$ cat config.mk
export PLATFORM = sky130hd
export DESIGN_NAME = ringer_cadence_flat
export DESIGN_NICKNAME = d
export VERILOG_FILES = /design/src/rtl/ringer_cadence_if.sv /design/src/rtl/ringer_cadence.sv /design/src/flat_wrapper.sv
export SDC_FILE = /design/constraint.sdc
export NUM_CORES = 1
export LEC_CHECK = 0
export ABC_CLOCK_PERIOD_IN_PS = 3650
export CORE_MARGIN = 2
export CORE_UTILIZATION = 46
export DETAILED_ROUTE_END_ITERATION = 12
export GPL_TIMING_DRIVEN = 1
export PLACE_DENSITY = 0.65
export SYNTH_ARGS = -nofsm -noshare
export SYNTH_HDL_FRONTEND = slang
export SYNTH_SLANG_ARGS = --single-unit
export TNS_END_PERCENT = 100
$ cat constraint.sdc
create_clock -name clk -period 3.65 [get_ports clk]
set_clock_uncertainty 0.15 [all_clocks]
set_input_delay 0.5475 -clock clk [delete_from_list [all_inputs] [get_ports clk]]
set_output_delay 0.5475 -clock clk [all_outputs]
set_load 0.005 [all_outputs]
$ cat src/rtl/ringer_cadence_if.sv
// Control/status bundle between the alarm-control logic and the cadence generator.
// The master drives enable, mode and timing words; the slave returns buzzer drive and status.
interface ringer_cadence_if #(
    parameter int CNT_W  = 16,
    parameter int BEEP_W = 4
);
    logic              on;
    logic [1:0]        mode;
    logic [CNT_W-1:0]  half_period;
    logic [CNT_W-1:0]  on_len;
    logic [CNT_W-1:0]  off_len;
    logic [BEEP_W-1:0] burst_len;
    logic              sound;
    logic              active;
    logic              done;

    modport master (
        output on, mode, half_period, on_len, off_len, burst_len,
        input  sound, active, done
    );

    modport slave (
        input  on, mode, half_period, on_len, off_len, burst_len,
        output sound, active, done
    );
endinterface

$ cat src/rtl/ringer_cadence.sv
// Purpose: square-wave alarm tone gated by continuous, pulsed or burst cadence.
// Latency: on sampled high -> sound/active high after the same edge; on low -> silent one edge later.
// Backpressure: none; level-controlled, configuration frozen from IDLE exit until IDLE re-entry.
module ringer_cadence #(
    parameter int CNT_W  = 16,
    parameter int BEEP_W = 4
) (
    input  logic           clk,
    input  logic           rst_n,
    ringer_cadence_if.slave bus
);
    localparam logic [1:0] S_IDLE = 2'b00;
    localparam logic [1:0] S_TONE = 2'b01;
    localparam logic [1:0] S_GAP  = 2'b10;
    localparam logic [1:0] S_HOLD = 2'b11;

    localparam logic [1:0] MODE_CONT  = 2'b00;
    localparam logic [1:0] MODE_BURST = 2'b10;
    localparam logic [1:0] MODE_RSVD  = 2'b11;

    localparam logic [CNT_W-1:0]  C_ONE = CNT_W'(1);
    localparam logic [BEEP_W-1:0] B_ONE = BEEP_W'(1);

    logic [1:0]        r_state;
    logic [1:0]        r_mode;
    logic [CNT_W-1:0]  r_hp;
    logic [CNT_W-1:0]  r_on_len;
    logic [CNT_W-1:0]  r_off_len;
    logic [BEEP_W-1:0] r_burst_len;
    logic [CNT_W-1:0]  r_tone_cnt;
    logic [CNT_W-1:0]  r_len_cnt;
    logic [CNT_W-1:0]  r_gap_cnt;
    logic [BEEP_W-1:0] r_beep_cnt;
    logic              r_sound;
    logic              r_done;

    logic [CNT_W-1:0]  w_hp_in;
    logic [CNT_W-1:0]  w_on_len_in;
    logic [CNT_W-1:0]  w_off_len_in;
    logic              w_tone_end;
    logic              w_len_end;
    logic              w_gap_end;
    logic              w_last_beep;

    // Zero timing words are promoted to 1 so every terminal compare below is reachable.
    assign w_hp_in      = (bus.half_period == '0) ? C_ONE : bus.half_period;
    assign w_on_len_in  = (bus.on_len      == '0) ? C_ONE : bus.on_len;
    assign w_off_len_in = (bus.off_len     == '0) ? C_ONE : bus.off_len;

    assign w_tone_end  = (r_tone_cnt == r_hp - C_ONE);
    assign w_len_end   = (r_len_cnt  == r_on_len - C_ONE);
    assign w_gap_end   = (r_gap_cnt  == r_off_len - C_ONE);
    assign w_last_beep = (r_beep_cnt == r_burst_len - B_ONE);

    always_ff @(posedge clk or negedge rst_n) begin
        if (!rst_n) begin
            r_state     <= S_IDLE;
            r_mode      <= MODE_CONT;
            r_hp        <= C_ONE;
            r_on_len    <= C_ONE;
            r_off_len   <= C_ONE;
            r_burst_len <= '0;
            r_tone_cnt  <= '0;
            r_len_cnt   <= '0;
            r_gap_cnt   <= '0;
            r_beep_cnt  <= '0;
            r_sound     <= 1'b0;
            r_done      <= 1'b0;
        end else begin
            r_done <= 1'b0;
            if (!bus.on) begin
                r_state    <= S_IDLE;
                r_sound    <= 1'b0;
                r_tone_cnt <= '0;
                r_len_cnt  <= '0;
                r_gap_cnt  <= '0;
                r_beep_cnt <= '0;
            end else begin
                case (r_state)
                    S_IDLE: begin
                        if (bus.mode != MODE_RSVD) begin
                            r_mode      <= bus.mode;
                            r_hp        <= w_hp_in;
                            r_on_len    <= w_on_len_in;
                            r_off_len   <= w_off_len_in;
                            r_burst_len <= bus.burst_len;
                            r_tone_cnt  <= '0;
                            r_len_cnt   <= '0;
                            r_gap_cnt   <= '0;
                            r_beep_cnt  <= '0;
                            if (bus.mode == MODE_BURST && bus.burst_len == '0) begin
                                r_state <= S_HOLD;
                                r_done  <= 1'b1;
                            end else begin
                                r_state <= S_TONE;
                                r_sound <= 1'b1;
                            end
                        end
                    end
                    S_TONE: begin
                        if (w_tone_end) begin
                            r_tone_cnt <= '0;
                            r_sound    <= ~r_sound;
                        end else begin
                            r_tone_cnt <= r_tone_cnt + C_ONE;
                        end
                        // Leaving TONE silences the output even if a toggle lands on this edge.
                        if (r_mode != MODE_CONT) begin
                            if (w_len_end) begin
                                r_len_cnt  <= '0;
                                r_tone_cnt <= '0;
                                r_sound    <= 1'b0;
                                if (r_mode == MODE_BURST && w_last_beep) begin
                                    r_state    <= S_HOLD;
                                    r_done     <= 1'b1;
                                    r_beep_cnt <= '0;
                                end else begin
                                    r_state <= S_GAP;
                                    if (r_mode == MODE_BURST)
                                        r_beep_cnt <= r_beep_cnt + B_ONE;
                                end
                            end else begin
                                r_len_cnt <= r_len_cnt + C_ONE;
                            end
                        end
                    end
                    S_GAP: begin
                        if (w_gap_end) begin
                            r_gap_cnt  <= '0;
                            r_state    <= S_TONE;
                            r_sound    <= 1'b1;
                            r_tone_cnt <= '0;
                            r_len_cnt  <= '0;
                        end else begin
                            r_gap_cnt <= r_gap_cnt + C_ONE;
                        end
                    end
                    default: begin
                        r_state <= S_HOLD;
                    end
                endcase
            end
        end
    end

    assign bus.sound  = r_sound;
    assign bus.active = (r_state == S_TONE);
    assign bus.done   = r_done;
endmodule

$ cat src/flat_wrapper.sv
// flat-port wrapper written by rule: the top's interface ports become plain ports
module ringer_cadence_flat 
#(
    parameter int CNT_W  = 16,
    parameter int BEEP_W = 4
)
  (clk, rst_n, bus_on, bus_mode, bus_half_period, bus_on_len, bus_off_len, bus_burst_len, bus_sound, bus_active, bus_done);
  ringer_cadence_if #(.CNT_W(CNT_W), .BEEP_W(BEEP_W)) bus_i ();
  input  logic clk;
  input  logic rst_n;
  input wire logic [$bits(bus_i.on)-1:0] bus_on;
  input wire logic [$bits(bus_i.mode)-1:0] bus_mode;
  input wire logic [$bits(bus_i.half_period)-1:0] bus_half_period;
  input wire logic [$bits(bus_i.on_len)-1:0] bus_on_len;
  input wire logic [$bits(bus_i.off_len)-1:0] bus_off_len;
  input wire logic [$bits(bus_i.burst_len)-1:0] bus_burst_len;
  output wire logic [$bits(bus_i.sound)-1:0] bus_sound;
  output wire logic [$bits(bus_i.active)-1:0] bus_active;
  output wire logic [$bits(bus_i.done)-1:0] bus_done;
  assign bus_i.on = bus_on;
  assign bus_i.mode = bus_mode;
  assign bus_i.half_period = bus_half_period;
  assign bus_i.on_len = bus_on_len;
  assign bus_i.off_len = bus_off_len;
  assign bus_i.burst_len = bus_burst_len;
  assign bus_sound = bus_i.sound;
  assign bus_active = bus_i.active;
  assign bus_done = bus_i.done;
  ringer_cadence #(.CNT_W(CNT_W), .BEEP_W(BEEP_W)) u_core (.clk(clk), .rst_n(rst_n), .bus(bus_i));
endmodule
After elaboration in Yosys (flattened, before gate mapping)
Index checks and enable logic that the tools add are counted.

cells by class
  add/subtract/negate cells = 8
  muxes and demuxes = 47
  bitwise logic cells = 1
  eq/ne operators = 18
  reductions and logical operators = 15

operator list
  kind                   count
  $mux 16                14
  $pmux 16 s3            2
  $add 16x1->16 const B  3
  $eq 16x16->1           3
  $logic_not 16->1       3
  $sub 16x1->16 const B  3
  $pmux 16 s2            1
  $mux 4                 6
  $mux 1                 14
  $mux 2                 6
  $ne 3x2->1 const B     4
  $reduce_and 4->1       3
  $pmux 4 s2             1
  $eq 2x2->1 const B     3
  $ne 3x1->1 const B     2
  $pmux 2 s3             1
  $reduce_and 3->1       2
  $reduce_and 5->1       1
  $add 4x1->4 const B    1
  $eq 4x4->1             1
  $logic_not 4->1        1
  $ne 4x1->1 const B     1
  $ne 4x2->1 const B     1
  $sub 4x1->4 const B    1
  10 further kinds       11

storage, ports and cells
  flip-flop bits (word level) = 110
  output and inout bits = 3
  input port bits = 57
  word-level logic and storage cells = 101

Depth between registers and ports, before layout
Gate-level depths: netlist of the first run.

  depth after elaboration = 8
  depth in mapped cells = 14
  gate-level depth less buffers = 10

Worst setup path before layout of the first run
Ideal clock, no wire load.

  path kind = reg2reg
  start = register u_core.r_off_len[0]
  end = register u_core.r_gap_cnt[1]
  clock period less this slack = 3.379 ns
  data required time = 3.364 ns
  setup time = 0.136 ns
  path buffers = 4
  arrival time = 3.093 ns
  cell stages (with the launch flop) = 15
  path slack = 0.271 ns
  path through = dfstp_2 -> clkbuf_1 -> inv_1 -> ha_1 -> buf_2 -> or3b_2 -> o41ai_1 -> nand4bb_1 -> o311ai_4 -> nand4b_1 -> nor4_4 -> or2_1 -> buf_4 -> buf_6 -> o22ai_1

on the way
  longest elaborated chain between the ends = 5

ends and longest elaborated chain
  element                   line                   RTL
  start: declaration        ringer_cadence.sv:28   logic [CNT_W-1:0] r_off_len;
  start signal: assignment  ringer_cadence.sv:85   r_off_len <= w_off_len_in;
  $sub 16x1->16             ringer_cadence.sv:52   assign w_gap_end = (r_gap_cnt == r_off_len - C_ONE);
  $eq 16x16->1              ringer_cadence.sv:52
  $mux 16                   ringer_cadence.sv:128  if (w_gap_end) begin
  $pmux 16 s2               ringer_cadence.sv:79   case (r_state)
  $mux 16                   ringer_cadence.sv:71   if (!bus.on) begin
  end signal: assignment    ringer_cadence.sv:135  r_gap_cnt <= r_gap_cnt + C_ONE;
  end: declaration          ringer_cadence.sv:32   logic [CNT_W-1:0] r_gap_cnt;

Every way passes these cells.
A chain may end at the register's enable or synchronous reset.

Worst setup path in the final report of the first run
  start = register u_core.r_off_len[1]
  end = register u_core.r_len_cnt[4]

on the way
  longest elaborated chain between the ends = 4

ends and longest elaborated chain
  element                            line                   RTL
  $sub 16x1->16                      ringer_cadence.sv:52
  $eq 16x16->1                       ringer_cadence.sv:52
  $ne 3x2->1 (no source line)        -
  $reduce_and 4->1 (no source line)  -
  end signal: assignment             ringer_cadence.sv:123  r_len_cnt <= r_len_cnt + C_ONE;
  end: declaration                   ringer_cadence.sv:31   logic [CNT_W-1:0] r_len_cnt;

Every way passes these cells.

==> qor.yml, run 1 <==
grt:
  grt_pass1_vias: 6135
  grtUsageTotal: 0.2232
  grt_pass1_wl_um: 31630
  grt-ovfl-total: 0
  antenna_found_initial: 0
  grt_max_degree: 64
synthesis:
  ys_types: 86
  ys_ff_latch: 110
  synthFlopType: "dfrtp_1"
  synth_area_um2: 7481
  ys_async_sr_fraction: 1.000
  syn_avg_cell_area_um2: 9.518
  synth_top_cell_area_share: 0.3579
  synth_cells: 786
  syn-num-nets: 851
  synth_edf_count: 0
  yosys.area.top_type: "dfrtp_1"
  synthTopCellsByArea: "dfrtp_1, mux2_2, xnor2_1, xor2_1, nor4_1"
  yosysWarnings: 0
  ys_seq_area_frac: 0.3685
setup_path:
  required_ns: 3.79
  start_kind: "flop"
  reg2reg_depth: 11
  critPathMaxFanout: 11
  path_class: "reg -> reg"
  max_stage_delay_ns: 0.52
  cp_cell_sequence: "inv_1 > ha_2 > or3b_2 > nor4_4 > a21boi_2 > o311ai_4 > nand2b_2 > o31a_1 > buf_4 > or3_1 > a21oi_1"
  crit_path_top_delay_cell: "or3b_2"
  crit_arrival_ns: 3.59
  endpoint_kind: "flop"
place:
  io_buffers: 59
  dp_hpwl_um: 13970
  place.gp.congestion: 0.8670
  placedCellCount: 1040
layout:
  syn_to_final_growth_pct: 15.67
  final_cell_mix: "dfrtp_1, clkdlybuf4s50_1, mux2_2"
  layout.cells.non_filler: 1055
  num_antenna_cells: 0
  drive_gt1_frac: 0.1502
  final_nets: 900
  final_common_cell: "dfrtp_1"
routing:
  vias: 6449
  detail-route-antenna-nets: 0
  dr.pass1.iters: 5
  viasPerCell: 6.113
  avgRoutedWirePerCell_um: 17.74
  drt-total-wl_um: 18720
  drcViolationCount: 0
  drtIter0Drc: 492
status:
  status: "finished, final reports clean"
sta:
  hold_viol_final: 0
  max_freq_mhz: 289.5
  slew_headroom: 0.4371
  tns_ns: 0
  final.period_utilization: 0.9462
  rsz0062_at_grt: "no"
  slew_viol_final: 0
  max_slew.worst_pin.slew_ns: 0.8444
  fin_crit_ns: 3.454
  setup_viol: 0
clock_tree:
  cts_buffer_depth: 2
  cts_tree: "yes"
  htree_levels: 3
  cts_sinks: 110
  path_clk_slew_ns: 0.07
  holdBufCountCts: 0
  cts_inserted_buffers: 9
  clock-root-buffer: "clkbuf_16"
  cts_setup_buffers: 0
  clkLatencyLatePin_ns: 0.36
  cts_resized: 0
job:
  drv_cap: 0
die:
  dieArea_um2: 17300
  die_w_um: 131.5
  initial_core_util: 0.4709
  ios: 60
  die_y_um: 131.5
  core_um2: 15890
  num_rows: 46
power:
  p_leak_nw: 3.404
  peakVddDrop_mv: 0.2801
  pwr_density_cell_nw_per_um2: 636.3
hold_path:
  hp-class: "in -> async"
[through the flow]
stage	cell area, µm²	total power, W	setup WS [ns]	hold slack [ns]	utilization
floorplan	7481	0.003787	0.2710	0.1019	-
global placement	8332	0.004334	0.2470	0.3589	0.5245
detailed placement	8332	0.004454	0.1135	0.3717	0.5245
CTS	8632	0.005492	0.08867	0.1799	0.5434
global route	8653	0.005897	0.007369	0.2181	0.5447
finish	8653	0.005506	0.1962	0.1242	0.5447
[registers in the layout (all words and copies together) (netlist names)]
register / cells
u_core.r_mode: 2
u_core.bus.sound: 1
u_core.r_gap_cnt: 16
u_core.r_tone_cnt: 16
u_core.r_len_cnt: 16
u_core.r_off_len: 16
u_core.r_beep_cnt: 4
u_core.r_burst_len: 4
u_core.r_hp: 16
u_core.bus.done: 1
u_core.r_on_len: 16
u_core.r_state: 2
[worst max-delay path: cells and delay by family (launching register included)]
kind | cells | cell delay, ns
AND/OR/NAND/NOR | 4 | 1.31
AO/OA/AOI/OAI | 4 | 0.93
adder cells (fa/ha/maj) | 1 | 0.26
buffers and inverters | 2 | 0.28
flip-flops | 1 | 0.45
[per-layer routing]
layer,GRT usage,wire length (µm),vias to the layer above
met5,0,0,-
met4,0.08696,458,0
met3,0.02353,625,32
met2,0.3563,8808,163
met1,0.3125,8827,3186
li1,-,-,3068
[path summary, 6_finish.rpt]
| check | slack [ns] | from | to |
|---|---|---|---|
| min in group clk | 0.38 | u_core.r_on_len[0] | u_core.r_on_len[0] |
| setup / recovery | 0.20 | u_core.r_off_len[1] | u_core.r_len_cnt[4] |
| hold / removal | 0.12 | rst_n | u_core.r_len_cnt[3] |
| setup reg to reg | 0.20 | u_core.r_off_len[1] | u_core.r_len_cnt[4] |
| hold reg to reg | 0.38 | u_core.r_on_len[0] | u_core.r_on_len[0] |
| max in group asynchronous | 2.42 | rst_n | u_core.r_hp[0] |
[synth_stat cells, drive strengths merged (9+ instances only)]
master	number
or4	13
xor2	30
and3	13
nand3	22
nor3b	9
nor2b	10
buf	14
nand4	20
nand2	32
a21oi	35
dfrtp	107
nand2b	12
a221o	11
clkbuf	29
nor4	37
nor2	45
o21ai	19
or3	12
a31oi	9
inv	30
and2	10
or2	10
o31ai	9
nor3	38
mux2	51
xnor2	34
[layout make-up]
| type | instances | area, µm² |
|---|---|---|
| timing repair buffer | 81 | 778.2 |
| fill | 1439 | 7232 |
| clock inverter | 3 | 43.79 |
| multi-input combinational | 603 | 4436 |
| tap | 216 | 270.3 |
| sequential | 110 | 2756 |
| clock buffer | 12 | 256.5 |
| inverter | 30 | 112.6 |
[cells by family (layout without fill, tap and decap cells)]
group | after synthesis | after routing | synth area share
mux | 59 | 59 | 0.08747
xor+xnor | 65 | 65 | 0.07794
flops | 110 | 110 | 0.3685
fa+ha+maj | 8 | 8 | 0.01338
compound gates | 158 | 158 | 0.1597
buf+inv | 73 | 126 | 0.04215
simple gates | 313 | 313 | 0.2509
[where the power goes]
group          internal (W)  switching [W]
registers           0.00157       0.000594
clock network      0.000567       0.000453
logic               0.00114        0.00118
total               0.00328        0.00223
No activity file was read; power rests on OpenSTA's default activity.
==> run 2: changes to the inputs <==
CORE_UTILIZATION = 59   (was 46)
PLACE_DENSITY = 0.81   (was 0.65)
==> run 2 against run 1 <==
  * Hold slack got worse by 0.0033 ns
  * Critical endpoint is now u_core.r_tone_cnt[10]
  * Clock-buffer cell count decreased by 1
  * Sequential power about the same
  * Critical path type unchanged
==> qor.yml, run 2 (synthesized netlist as in run 1, its figures left out) <==
routing:
  drcViolationCount: 0
  avgRoutedWirePerCell_um: 17.75
  vias: 6548
  dr.pass1.iters: 5
  drtIter0Drc: 576
  drt-total-wl_um: 18030
  viasPerCell: 6.445
  detail-route-antenna-nets: 0
sta:
  hold_viol_final: 0
  fin_crit_ns: 3.474
  setup_viol: 0
  final.period_utilization: 0.9519
  max_freq_mhz: 287.8
  max_slew.worst_pin.slew_ns: 0.7912
  rsz0062_at_grt: "no"
  tns_ns: 0
  setup_slack_ns: 0.1757
  hold_slack_ns: 0.1209
  slew_headroom: 0.4725
  slew_viol_final: 0
setup_path:
  critical-path-top-delay-family: "simple AND/OR/NAND/NOR gates"
  start_kind: "flop"
  cp_cell_sequence: "inv_1 > ha_1 > or3b_2 > or4_1 > a32oi_1 > nand4_1 > nor3_4 > buf_4 > nor4b_1 > a221o_1"
  crit_arrival_ns: 3.55
  max_stage_delay_ns: 0.59
  crit_path_top_delay_cell: "or3b_2"
  required_ns: 3.73
  critPathMaxFanout: 10
  endpoint_kind: "flop"
  path_class: "reg -> reg"
  path_buf_inv: 2
layout:
  final_common_cell: "dfrtp_1"
  final_nets: 904
  seq_area_um2: 2756
  final_cell_mix: "dfrtp_1, clkdlybuf4s50_1, mux2_2"
  final_area_um2: 8605
  num_antenna_cells: 0
  syn_to_final_growth_pct: 15.02
  fill_cells: 1000
  drive_gt1_frac: 0.1528
  multi_input_area_um2: 4417
power:
  peakVddDrop_mv: 0.3977
  comb_power_share: 0.421
  internal_power_w: 0.003265
  p_switching_w: 0.002209
  clkPwrFrac: 0.186
  p_leak_nw: 3.416
  pwr_density_cell_nw_per_um2: 636.3
  netSwitchingFraction: 0.4035
  p_seq_frac: 0.393
grt:
  grt.met1_usage: 0.3856
  grt_pass1_wl_um: 29970
  grt_use_met3: 0.03321
  grt_pass1_vias: 6136
  grt_util_met2: 0.4566
  top_usage_layer: "met2"
  antenna_found_initial: 0
  grtUsageTotal: 0.2760
  grt_max_degree: 61
  grt-ovfl-total: 0
die:
  core_um2: 12520
  die_y_um: 116.6
  initial_core_util: 0.5977
  num_rows: 41
  ios: 60
  die_w_um: 116.6
  dieArea_um2: 13600
clock_tree:
  cts_sinks: 110
  cts_tree: "yes"
  clkLatencyLatePin_ns: 0.35
  cts_inserted_buffers: 9
  clock-root-buffer: "clkbuf_16"
  htree_levels: 3
  path_clk_slew_ns: 0.07
  holdBufCountCts: 0
  cts_buffer_depth: 2
status:
  status: "finished, final reports clean"
hold_path:
  hp-class: "in -> async"
place:
  io_buffers: 59
  placed_cell_area_um2: 8264
  dp_hpwl_um: 13370
  place_ws_ns: 0.1725
  place.gp.congestion: 0.9288
job:
  drv_cap: 0
[run 2: per-stage QoR]
| stage | total power [W] | std cells | utilization |
|---|---|---|---|
| 6_report | 0.005475 | 1016 | 0.6874 |
| 5_1_grt | 0.005835 | 1016 | 0.6874 |
| 3_3_place_gp | 0.004296 | 996 | 0.6602 |
| 3_5_place_dp | 0.004427 | 996 | 0.6602 |
| 4_1_cts | 0.005457 | 1012 | 0.6848 |
| 2_1_floorplan | 0.003787 | 786 | - |
[run 2: path summary, 6_finish.rpt]
check                          startpoint                     to  slack [ns]  cells after the start
max in group asynchronous           rst_n     u_core.r_on_len[0]        2.44                      2
hold reg to reg            u_core.r_hp[0]         u_core.r_hp[0]        0.39                      2
min in group clk           u_core.r_hp[0]         u_core.r_hp[0]        0.39                      2
setup reg to reg           u_core.r_hp[1]  u_core.r_tone_cnt[10]        0.18                     10
setup / recovery           u_core.r_hp[1]  u_core.r_tone_cnt[10]        0.18                     10
hold / removal                      rst_n    u_core.r_gap_cnt[4]        0.12                      1
[run 2: layer usage]
| layer | routed length, µm | up-vias |
|---|---|---|
| met3 | 867 | 29 |
| met4 | 330 | 0 |
| li1 | - | 3082 |
| met2 | 8746 | 216 |
| met1 | 8084 | 3221 |
| met5 | 0 | - |
[run 2: repair_timing]
item	4_1_cts	5_1_grt
endpoints found under the hold margin	0	0
endpoints found under the setup margin	0	9
setup buffers	0	4
resized for setup	0	1
[run 2: power groups by stage]
stage | sequential [W] | clock [W] | combinational [W]
2_1_floorplan | 0.00189 | 0 | 0.00189
3_3_place_gp | 0.00212 | 0 | 0.00217
3_5_place_dp | 0.00216 | 0 | 0.00227
4_1_cts | 0.00214 | 0.00103 | 0.00229
5_1_grt | 0.00222 | 0.00107 | 0.00254
6_report | 0.00215 | 0.00102 | 0.00230
[run 2: area by class of cell]
type                            count  area share
Timing Repair Buffer               85     0.09248
Clock inverter                      5    0.007561
Inverter                           30     0.01309
Multi-Input combinational cell    603      0.5133
Clock buffer                       11     0.02821
Sequential cell                   110      0.3203
Tap cell                          172     0.02501
==> run 3: changes to the inputs <==
SKIP_LAST_GASP = 1   (was unset)
==> results of run 3 <==
Final layout, timing and power as in run 2 (identical DEF).
